**config.mk**
```make
export PLATFORM = sky130hd
export DESIGN_NAME = misr_reg
export DESIGN_NICKNAME = d
export VERILOG_FILES = /design/src/rtl/c3540_harness_pkg.sv /design/src/rtl/c3540_resp_checker_misr_reg.sv
export SDC_FILE = /design/constraint.sdc
export NUM_CORES = 1
export LEC_CHECK = 0
export CAP_MARGIN = 20
export CORE_UTILIZATION = 38
export DETAILED_ROUTE_END_ITERATION = 10
export PLACE_DENSITY = 0.82
export SLEW_MARGIN = 20
export SYNTH_ARGS = -nofsm -noshare
export SYNTH_HDL_FRONTEND = slang
export SYNTH_SLANG_ARGS = --single-unit
export TNS_END_PERCENT = 20
```
**constraint.sdc**
```tcl
create_clock -name clk -period 0.89 [get_ports clk]
set_input_delay 0.267 -clock clk [delete_from_list [all_inputs] [get_ports clk]]
set_output_delay 0.267 -clock clk [all_outputs]
set_load 0.1 [all_outputs]
```
**src/rtl/c3540_harness_pkg.sv**
```systemverilog
// Purpose: shared sizes, MISR feedback mask and FSM state type for the c3540 response checker.
// Latency: none (declarations only).
// Backpressure: none (declarations only).
package c3540_harness_pkg;

   // c3540 has 22 primary outputs; one harness run is ten vectors
   localparam int OUT_W = 22;
   localparam int DEPTH = 10;
   localparam int IDX_W = 4;

   // MISR feedback mask, applied whenever the MSB shifts out
   localparam logic [OUT_W-1:0] MISR_POLY = 22'h200001;

   typedef enum logic [1:0] {
      IDLE = 2'd0,
      RUN  = 2'd1,
      DONE = 2'd2
   } state_t;

endpackage

```
**src/rtl/c3540_resp_checker_misr_reg.sv**
```systemverilog
// Purpose: multiple-input signature register folding each accepted response into a running signature.
// Latency: sig reflects din one cycle after the en edge; clr takes priority over en.
// Backpressure: none; updates only when the parent asserts en.
module misr_reg #(
   parameter int                OUT_W     = c3540_harness_pkg::OUT_W,
   parameter logic [OUT_W-1:0]  MISR_POLY = c3540_harness_pkg::MISR_POLY
) (
   input  logic             clk,
   input  logic             rst_n,
   input  logic             clr,
   input  logic             en,
   input  logic [OUT_W-1:0] din,
   output logic [OUT_W-1:0] sig
);

   logic [OUT_W-1:0] sig_next;

   // Shift left, fold the polynomial back in when the MSB leaves, then mix in the response
   always_comb begin
      sig_next = {sig[OUT_W-2:0], 1'b0} ^ (sig[OUT_W-1] ? MISR_POLY : '0) ^ din;
   end

   // Signature register: cleared at the start of every run
   always_ff @(posedge clk or negedge rst_n) begin
      if (!rst_n) begin
         sig <= '0;
      end else if (clr) begin
         sig <= '0;
      end else if (en) begin
         sig <= sig_next;
      end
   end

endmodule

```
==> flow_summary_export.csv, run 1 <==
group,metric,value,unit
grt,grt.total_usage,0.1729,
run,max-cap-violations,0,
critical_path,critPathTopFamily,"flip-flops",
critical_path,r2r-start,"sig[21]$_DFFE_PN0P_",
critical_path,critPathMaxStageDelay,530,ps
clocking,htreeDepth,1,
sta,worst_pin_slew,215.7,ps
critical_path,crit_type,"reg -> out",
critical_path,critPathSlowestCell,"dfrtp_4",
sta,period_needed,1283,ps
critical_path,reg2reg_to,"sig[21]$_DFFE_PN0P_",
yosys,synth_top_cell_by_area,"dfrtp_1",
sta,min_period_over_period,1.442,
power,power_density,1639,nW/µm²
run_status,status,"complete, but fails checks",
die,die_h,58.19,µm
cells_and_area,area_growth,87.07,%
grt,grt_antenna_before_repair,0,
critical_path,endpoint,"sig[9]",
grt,grt_pass1_wl,4402,µm
cells_and_area,nets,184,
route,remaining_drc_errors,0,
cells_and_area,postLayoutCoreUtil,0.7413,
critical_path,ff2ff_path_depth,5,
route,dr.pass1.iters,4,
placement,dpl_worst_slack,-408.9,ps
power,ir_drop,942.9,µV
die,core,3028,µm²
sta,worst_clock_skew,3.261,ps
critical_path,crit_chain,"buf_12",
cells_and_area,largest_reg_flops,22,
hold_path,min_path_type,"in -> async",
sta,hold_ws,294.5,ps
clocking,cts_max_path_buffers,2,
cells_and_area,fillers,196,
die,die_area,3386,µm²
critical_path,reg2reg_slack,-250,ps
die,pin_count,48,
critical_path,cp.arrival,1020,ps
yosys,syn-cell-area,1200,µm²
yosys,syn_area_per_cell,12.37,µm²
critical_path,required,620,ps
clocking,cts_tree,"yes",
critical_path,worstSetupEndpointType,"primary output",
clocking,cts.sinks,22,
clocking,clock-root-buffer,"clkbuf_4",
die,start_util,0.3963,
placement,routabilityCongestion,0.7547,
clocking,path_clk_slew,120,ps
cells_and_area,top_register,"sig",
cells_and_area,layout_commonest_cell,"buf_12",
yosys,yosysSeqAreaShare,0.4588,
placement,io_buffer_count,47,
route,drt_iter0_markers,15,
route,routed_wl,2748,µm
sta,fmax,779.4,MHz
grt,grt_max_degree,27,
yosys,synth.area.top_cells,"dfrtp_1 46%, a211oi_2 21%, xnor2_1 15%, nor2_2 5.2%, nor2_1 3.8%",
yosys,ys_warn_count,0,
route,vias_per_cell,4.751,
yosys,synthesis.nets,123,
run_status,violations,"negative setup slack",
critical_path,critPathLaunch,"sig[9]$_DFFE_PN0P_",
yosys,synth_cell_types,14,
critical_path,critPathBufInv,1,
sta,maxSlewViolCount,0,
route,num_vias,955,
sta,relSlewSlack,0.8557,
placement,dp_hpwl,1928,µm
grt,grt-ovfl-total,0,
yosys,ys_seq_elements,22,
sta,layout_setup_ws,-393.1,ps
sta,setup_violations,39,
power,power_leakage,0.0008606,µW
cells_and_area,reg.largest.list,"sig: 22 flops",
yosys,yosys.area.top_type_share,0.4588,
critical_path,cp_max_fo,2,
clocking,clock_latency,310,ps
critical_path,start_kind,"flop",
critical_path,cp.depth,1,
grt,first_global_vias,966,
placement,placed_area,2047,µm²
sta,grt_setup_unrepaired,"true",
die,row_count,20,
yosys,syn_inst,97,
cells_and_area,fin_area,2245,µm²
die,die_w,58.19,µm
clocking,cts_buffers,3,
power,total_power,3679,µW
sta,report.final.hold_viol_count,0,
route,routedWlPerCell,13.67,µm
cells_and_area,final_cell_mix,"25 x buf_12, 24 x clkdlybuf4s50_1, 20 x a211oi_2, 13 x xnor2_1, 13 x dfrtp_2",
cells_and_area,layout-drive-gt1-share,0.6688,
cells_and_area,antenna_cells,0,
route,postRouteAntennaNets,0,
layout make-up:
class | instances | area (µm²) | share of cell area
tap | 44 | 55.05 | 0.02453
sequential | 22 | 600.6 | 0.2676
timing repair buffer | 63 | 877.1 | 0.3907
clock inverter | 1 | 30.03 | 0.01338
multi-input combinational | 68 | 659.4 | 0.2938
clock buffer | 3 | 22.52 | 0.01003
Yosys cell counts, drive strengths merged:
| master | instances |
|---|---|
| a31o | 1 |
| xnor2 | 21 |
| a21oi | 1 |
| dfrtp | 22 |
| xor2 | 1 |
| a211oi | 21 |
| nor2 | 22 |
| buf | 7 |
| nand2b | 1 |
layer usage:
metal,GRT usage,vias to the layer above,part of all wire
met4,0.05102,0,0.0076
met5,0,-,0
met2,0.3054,36,0.52
met1,0.2105,467,0.42
met3,0.03795,2,0.053
li1,-,450,-
power by group:
part	internal, µW	total, µW	switching, µW
logic	725	1670	948
registers	1110	1240	126
clock network	455	767	312
worst min-delay path by stage:
stage	start	endpoint
after floorplan	rst_n	sig[10]$_DFFE_PN0P_
after global placement	sig[17]$_DFFE_PN0P_	sig[17]$_DFFE_PN0P_
after detailed placement	sig[16]$_DFFE_PN0P_	sig[17]$_DFFE_PN0P_
after CTS	rst_n	sig[19]$_DFFE_PN0P_
after global routing	rst_n	sig[1]$_DFFE_PN0P_
final	rst_n	sig[19]$_DFFE_PN0P_
metrics by stage:
step / cells / TNS (ps)
final: 201 / -9554
after floorplan: 97 / -5047
after global routing: 201 / -10880
after detailed placement: 186 / -7708
after global placement: 186 / -7369
after CTS: 198 / -9602
timing repair:
item / 4_1_cts / 5_1_grt
pin swaps: 8 / 2
endpoints found under the setup margin: 43 / 42
hold buffers: 0 / 0
resized for setup: 7 / 7
setup buffers: 8 / 3
cells by family (layout without fill, tap and decap cells):
family / after synthesis / after routing / share of synthesized area
compound gates: 23 / 23 / 0.2263
simple gates: 23 / 23 / 0.09489
xor+xnor: 22 / 22 / 0.1606
flops: 22 / 22 / 0.4588
buf+inv: 7 / 67 / 0.05944
Power figures use the tool's default switching activity.
==> inputs of run 2 (changes only) <==
Settings changed: CORE_UTILIZATION 38 to 55, DONT_BUFFER_PORTS set to 1, PLACE_DENSITY 0.82 to 0.81.
==> run 2 against run 1 <==
Net effect:
- the flow still finishes with violations (negative setup slack)
- maximum frequency is 1.8% higher
- global-route usage grew 8.7 points
- total power fell by 14%
- clock power shrank 42%
- largest cell class is now multi-input gates
==> flow_summary_export.csv, run 2 (synthesis gave the netlist of run 1 again) <==
group,metric,value,unit
critical_path,cp.arrival,990,ps
power,switchingPower,1278,µW
die,row_count,16,
sta,layout_setup_ws,-370.2,ps
run_status,status,"complete, but fails checks",
route,routed.top_layer,"met4",
hold_path,min_path_type,"in -> reg",
sta,report.final.hold_viol_count,0,
critical_path,required,620,ps
critical_path,critPathSlowestCell,"dfrtp_4",
cells_and_area,area_growth,56.10,%
placement,placed_area,1693,µm²
critical_path,critPathTopFamily,"flip-flops",
critical_path,crit_chain,"buf_12",
sta,min_period_over_period,1.416,
die,pin_count,48,
clocking,cts_buffers,3,
cells_and_area,fin_area,1873,µm²
clocking,cts.sinks,22,
route,dr.pass1.iters,4,
power,combinationalPowerShare,0.464,
sta,relSlewSlack,0.8577,
sta,fmax,793.5,MHz
critical_path,start_kind,"flop",
cells_and_area,fillers,59,
placement,routabilityCongestion,0.6136,
grt,grt.total_usage,0.2597,
sta,worst_clock_skew,4.651,ps
route,routed_wl,2896,µm
clocking,cts_tree,"yes",
clocking,clock_latency,300,ps
clocking,clock-root-buffer,"clkbuf_4",
cells_and_area,nets,155,
run,max-cap-violations,0,
cells_and_area,layout-drive-gt1-share,0.7638,
clocking,path_clk_slew,120,ps
route,num_vias,844,
critical_path,cp_max_fo,2,
cells_and_area,top_register,"sig",
critical_path,worstSetupEndpointType,"primary output",
die,die_h,48.71,µm
clocking,cts_max_path_buffers,2,
power,power_density,1680,nW/µm²
route,dr_wl_met3,133,µm
placement,io_buffer_count,0,
sta,period_needed,1260,ps
route,postRouteAntennaNets,0,
cells_and_area,stdcell_count,154,
power,clockPowerShare,0.142,
power,ir_drop,1571,µV
die,start_util,0.5994,
die,core,2002,µm²
route,vias_per_cell,5.481,
power,seqPwrFrac,0.393,
cells_and_area,layout_commonest_cell,"buf_12",
route,wl_met2,1617,µm
critical_path,critPathBufInv,1,
cells_and_area,regArea,600.6,µm²
route,routedWlPerCell,18.81,µm
critical_path,crit_type,"reg -> out",
route,drt_iter0_markers,11,
sta,setup_violations,36,
grt,grt_pass1_wl,4512,µm
placement,dpl_worst_slack,-147.8,ps
sta,maxSlewViolCount,0,
sta,hold_ws,1.790,ps
power,total_power,3147,µW
grt,grt_antenna_before_repair,0,
cells_and_area,final_cell_mix,"23 x buf_12, 20 x a211oi_2, 13 x xnor2_1, 13 x dfrtp_2, 12 x nor2_1",
grt,first_global_vias,926,
power,switching_share,0.4059,
cells_and_area,reg.largest.list,"sig: 22 flops",
cells_and_area,antenna_cells,0,
power,internal-power,1870,µW
die,die_area,2373,µm²
grt,grt-ovfl-total,0,
cells_and_area,multi_input_area,655.6,µm²
critical_path,critPathMaxStageDelay,520,ps
route,remaining_drc_errors,0,
power,power_leakage,0.0007101,µW
placement,dp_hpwl,1830,µm
grt,grt_max_degree,45,
run_status,violations,"negative setup slack",
sta,grt_setup_unrepaired,"true",
sta,worst_pin_slew,212.0,ps
cells_and_area,largest_reg_flops,22,
route,met1Wirelength,1102,µm
die,die_w,48.71,µm
clocking,htreeDepth,1,
placement,placed_cells,139,
==> run 2: stage by stage <==
step                      setup TNS [ps]    util
final                              -9114  0.9356
after global routing              -10160  0.9356
after CTS                          -9211  0.9150
after detailed placement          -936.7  0.8456
after global placement            -572.9  0.8456
after floorplan                    -5047       -
==> run 2: power groups by stage <==
stage          Sequential (µW)  Combinational [µW]  Clock (µW)
2_1_floorplan             1840                 366           0
3_3_place_gp              1270                1270           0
3_5_place_dp              1280                1290           0
4_1_cts                   1230                1420         456
5_1_grt                   1250                1500         481
6_report                  1240                1460         448
==> run 2: repair_timing <==
item	4_1_cts	5_1_grt
endpoints found under the setup margin	42	43
endpoints found under the hold margin	43	39
gates resized for setup	10	1
pin swaps	10	5
buffers inserted	9	1
==> run 2: routing by layer <==
| metal | track usage | vias to the layer above |
|---|---|---|
| met5 | 0 | - |
| met4 | 0.08333 | 0 |
| met3 | 0.04088 | 6 |
| met2 | 0.4954 | 37 |
| met1 | 0.2905 | 409 |
| li1 | - | 392 |
==> run 2: final timing paths <==
path / to / from / depth (start not counted) / slack, ps
worst min register to register: sig[12]$_DFFE_PN0P_ / sig[11]$_DFFE_PN0P_ / 2 / 650
worst min-delay path: sig[15]$_DFFE_PN0P_ / clr / 1 / 2
worst max register to register: sig[21]$_DFFE_PN0P_ / sig[20]$_DFFE_PN0P_ / 4 / -290
max in group asynchronous: sig[21]$_DFFE_PN0P_ / rst_n / 2 / 360
worst max-delay path: sig[8] / sig[8]$_DFFE_PN0P_ / 1 / -370
min in group asynchronous: sig[2]$_DFFE_PN0P_ / rst_n / 2 / 380
==> run 2: area by class of cell <==
class / instances / area share
timing repair buffer: 34 / 0.2993
sequential: 22 / 0.3206
clock buffer: 3 / 0.01202
tap: 27 / 0.01804
multi-input combinational: 68 / 0.3500
==> inputs of run 3 (changes only) <==
Settings changed: RECOVER_POWER set to 50.
==> run 3 against run 2 <==
Net effect:
- the flow still finishes with violations (negative setup slack)
- critical path depth did not move
- non-clock buffer count did not move
- global-route usage did not move
- cell area fell by 0.67%
- largest power group unchanged
==> flow_summary_export.csv, run 3 (synthesis gave the netlist of run 1 again) <==
group,metric,value,unit
run_status,status,"complete, but fails checks",
run_status,violations,"negative setup slack",
route,routed_wl,2872,µm
sta,layout_setup_ws,-372.1,ps
placement,dpl_worst_slack,-147.8,ps
placement,io_buffer_count,0,
sta,fmax,792.4,MHz
critical_path,cp_max_fo,2,
grt,grt.total_usage,0.2597,
grt,grt-ovfl-total,0,
cells_and_area,antenna_cells,0,
critical_path,crit_chain,"buf_12",
grt,grt_pass1_wl,4512,µm
critical_path,required,620,ps
critical_path,critPathSlowestCell,"dfrtp_4",
cells_and_area,nets,155,
sta,worst_pin_slew,306.0,ps
power,combinationalPowerShare,0.463,
route,num_vias,839,
critical_path,critPathTopFamily,"flip-flops",
power,power_density,1688,nW/µm²
sta,hold_ws,2.283,ps
cells_and_area,largest_reg_flops,22,
route,vias_per_cell,5.448,
sta,maxSlewViolCount,0,
power,seqPwrFrac,0.394,
die,die_h,48.71,µm
power,switching_share,0.4067,
power,internal-power,1863,µW
route,remaining_drc_errors,0,
sta,worst_clock_skew,3.182,ps
hold_path,min_path_type,"in -> reg",
run,max-cap-violations,0,
clocking,clock_latency,300,ps
die,die_w,48.71,µm
cells_and_area,fillers,61,
critical_path,critPathBufInv,1,
cells_and_area,reg.largest.list,"sig: 22 flops",
sta,min_period_over_period,1.418,
die,core,2002,µm²
cells_and_area,stdcell_count,154,
grt,first_global_vias,926,
route,drt_iter0_markers,11,
critical_path,crit_type,"reg -> out",
clocking,clock-root-buffer,"clkbuf_4",
power,clockPowerShare,0.143,
placement,routabilityCongestion,0.6136,
cells_and_area,layout-drive-gt1-share,0.7638,
placement,placed_cells,139,
cells_and_area,final_cell_mix,"22 x buf_12, 20 x a211oi_2, 13 x xnor2_1, 13 x dfrtp_2, 12 x nor2_1",
power,ir_drop,1577,µV
grt,grt_antenna_before_repair,0,
clocking,cts_buffers,3,
cells_and_area,layout_commonest_cell,"buf_12",
critical_path,worstSetupEndpointType,"primary output",
sta,relSlewSlack,0.7960,
die,row_count,16,
sta,setup_violations,36,
cells_and_area,fin_area,1861,µm²
clocking,cts_max_path_buffers,2,
die,start_util,0.5994,
power,switchingPower,1277,µW
critical_path,cp.arrival,1000,ps
cells_and_area,area_growth,55.06,%
placement,placed_area,1693,µm²
clocking,cts_tree,"yes",
route,dr.pass1.iters,4,
clocking,cts.sinks,22,
die,pin_count,48,
power,power_leakage,0.0007053,µW
clocking,htreeDepth,1,
clocking,path_clk_slew,120,ps
grt,grt_max_degree,45,
cells_and_area,top_register,"sig",
route,postRouteAntennaNets,0,
route,routedWlPerCell,18.65,µm
sta,report.final.hold_viol_count,0,
sta,period_needed,1262,ps
sta,grt_setup_unrepaired,"true",
die,die_area,2373,µm²
critical_path,start_kind,"flop",
placement,dp_hpwl,1830,µm
critical_path,critPathMaxStageDelay,520,ps
## run 3: cell count changes in the layout (fill, tap and decap cells not counted), sizes merged
| cell | change |
|---|---|
| buf | -1 |
| clkbuf | +1 |
## run 3: final timing paths
| check | from | end | slack [ps] | depth (start not counted) |
|---|---|---|---|---|
| setup / recovery | sig[8]$_DFFE_PN0P_ | sig[8] | -370 | 1 |
| hold / removal | clr | sig[15]$_DFFE_PN0P_ | 2 | 1 |
| setup reg to reg | sig[20]$_DFFE_PN0P_ | sig[21]$_DFFE_PN0P_ | -280 | 4 |
| hold reg to reg | sig[11]$_DFFE_PN0P_ | sig[12]$_DFFE_PN0P_ | 640 | 2 |
| max in group asynchronous | rst_n | sig[0]$_DFFE_PN0P_ | 220 | 2 |
| min in group asynchronous | rst_n | sig[3]$_DFFE_PN0P_ | 410 | 2 |
## run 3: power groups by stage
| stage | logic [µW] | registers, µW | clock network [µW] |
|---|---|---|---|
| 6_report | 1450 | 1240 | 450 |
| 5_1_grt | 1500 | 1250 | 481 |
| 3_3_place_gp | 1270 | 1270 | 0 |
| 4_1_cts | 1420 | 1230 | 456 |
| 3_5_place_dp | 1290 | 1280 | 0 |
| 2_1_floorplan | 366 | 1840 | 0 |
## run 3: worst reg2reg max path, stage by stage (launching register included)
cell and delay [ps]:
dfrtp_4 510, buf_4 160, xor2_2 140, a21oi_1 80, a31o_1 180
## run 3: what timing repair did
item,CTS,global route
pin swaps,10,5
hold endpoints to repair,43,39
endpoints found under the setup margin,42,43
buffers inserted,9,1
resized for setup,10,1
## run 3: layout make-up
cell class | instances | area [µm²] | area share
multi-input combinational | 68 | 655.6 | 0.3524
sequential | 22 | 600.6 | 0.3228
timing repair buffer | 34 | 548.0 | 0.2946
tap | 27 | 33.78 | 0.01816
clock buffer | 3 | 22.52 | 0.01210
## run 3: per-stage QoR
step                setup TNS [ps]  power [µW]    util
floorplan                    -5047        2206       -
detailed placement          -936.7        2577  0.8456
global route                -10160        3225  0.9294
finish                       -9127        3141  0.9294
global placement            -572.9        2539  0.8456
CTS                          -9211        3103  0.9150
## run 3: layer usage
metal  GRT usage  routed length, µm
met5           0                  0
met4     0.08333                 43
met3     0.04088                128
met2      0.4954               1609
met1      0.2905               1091
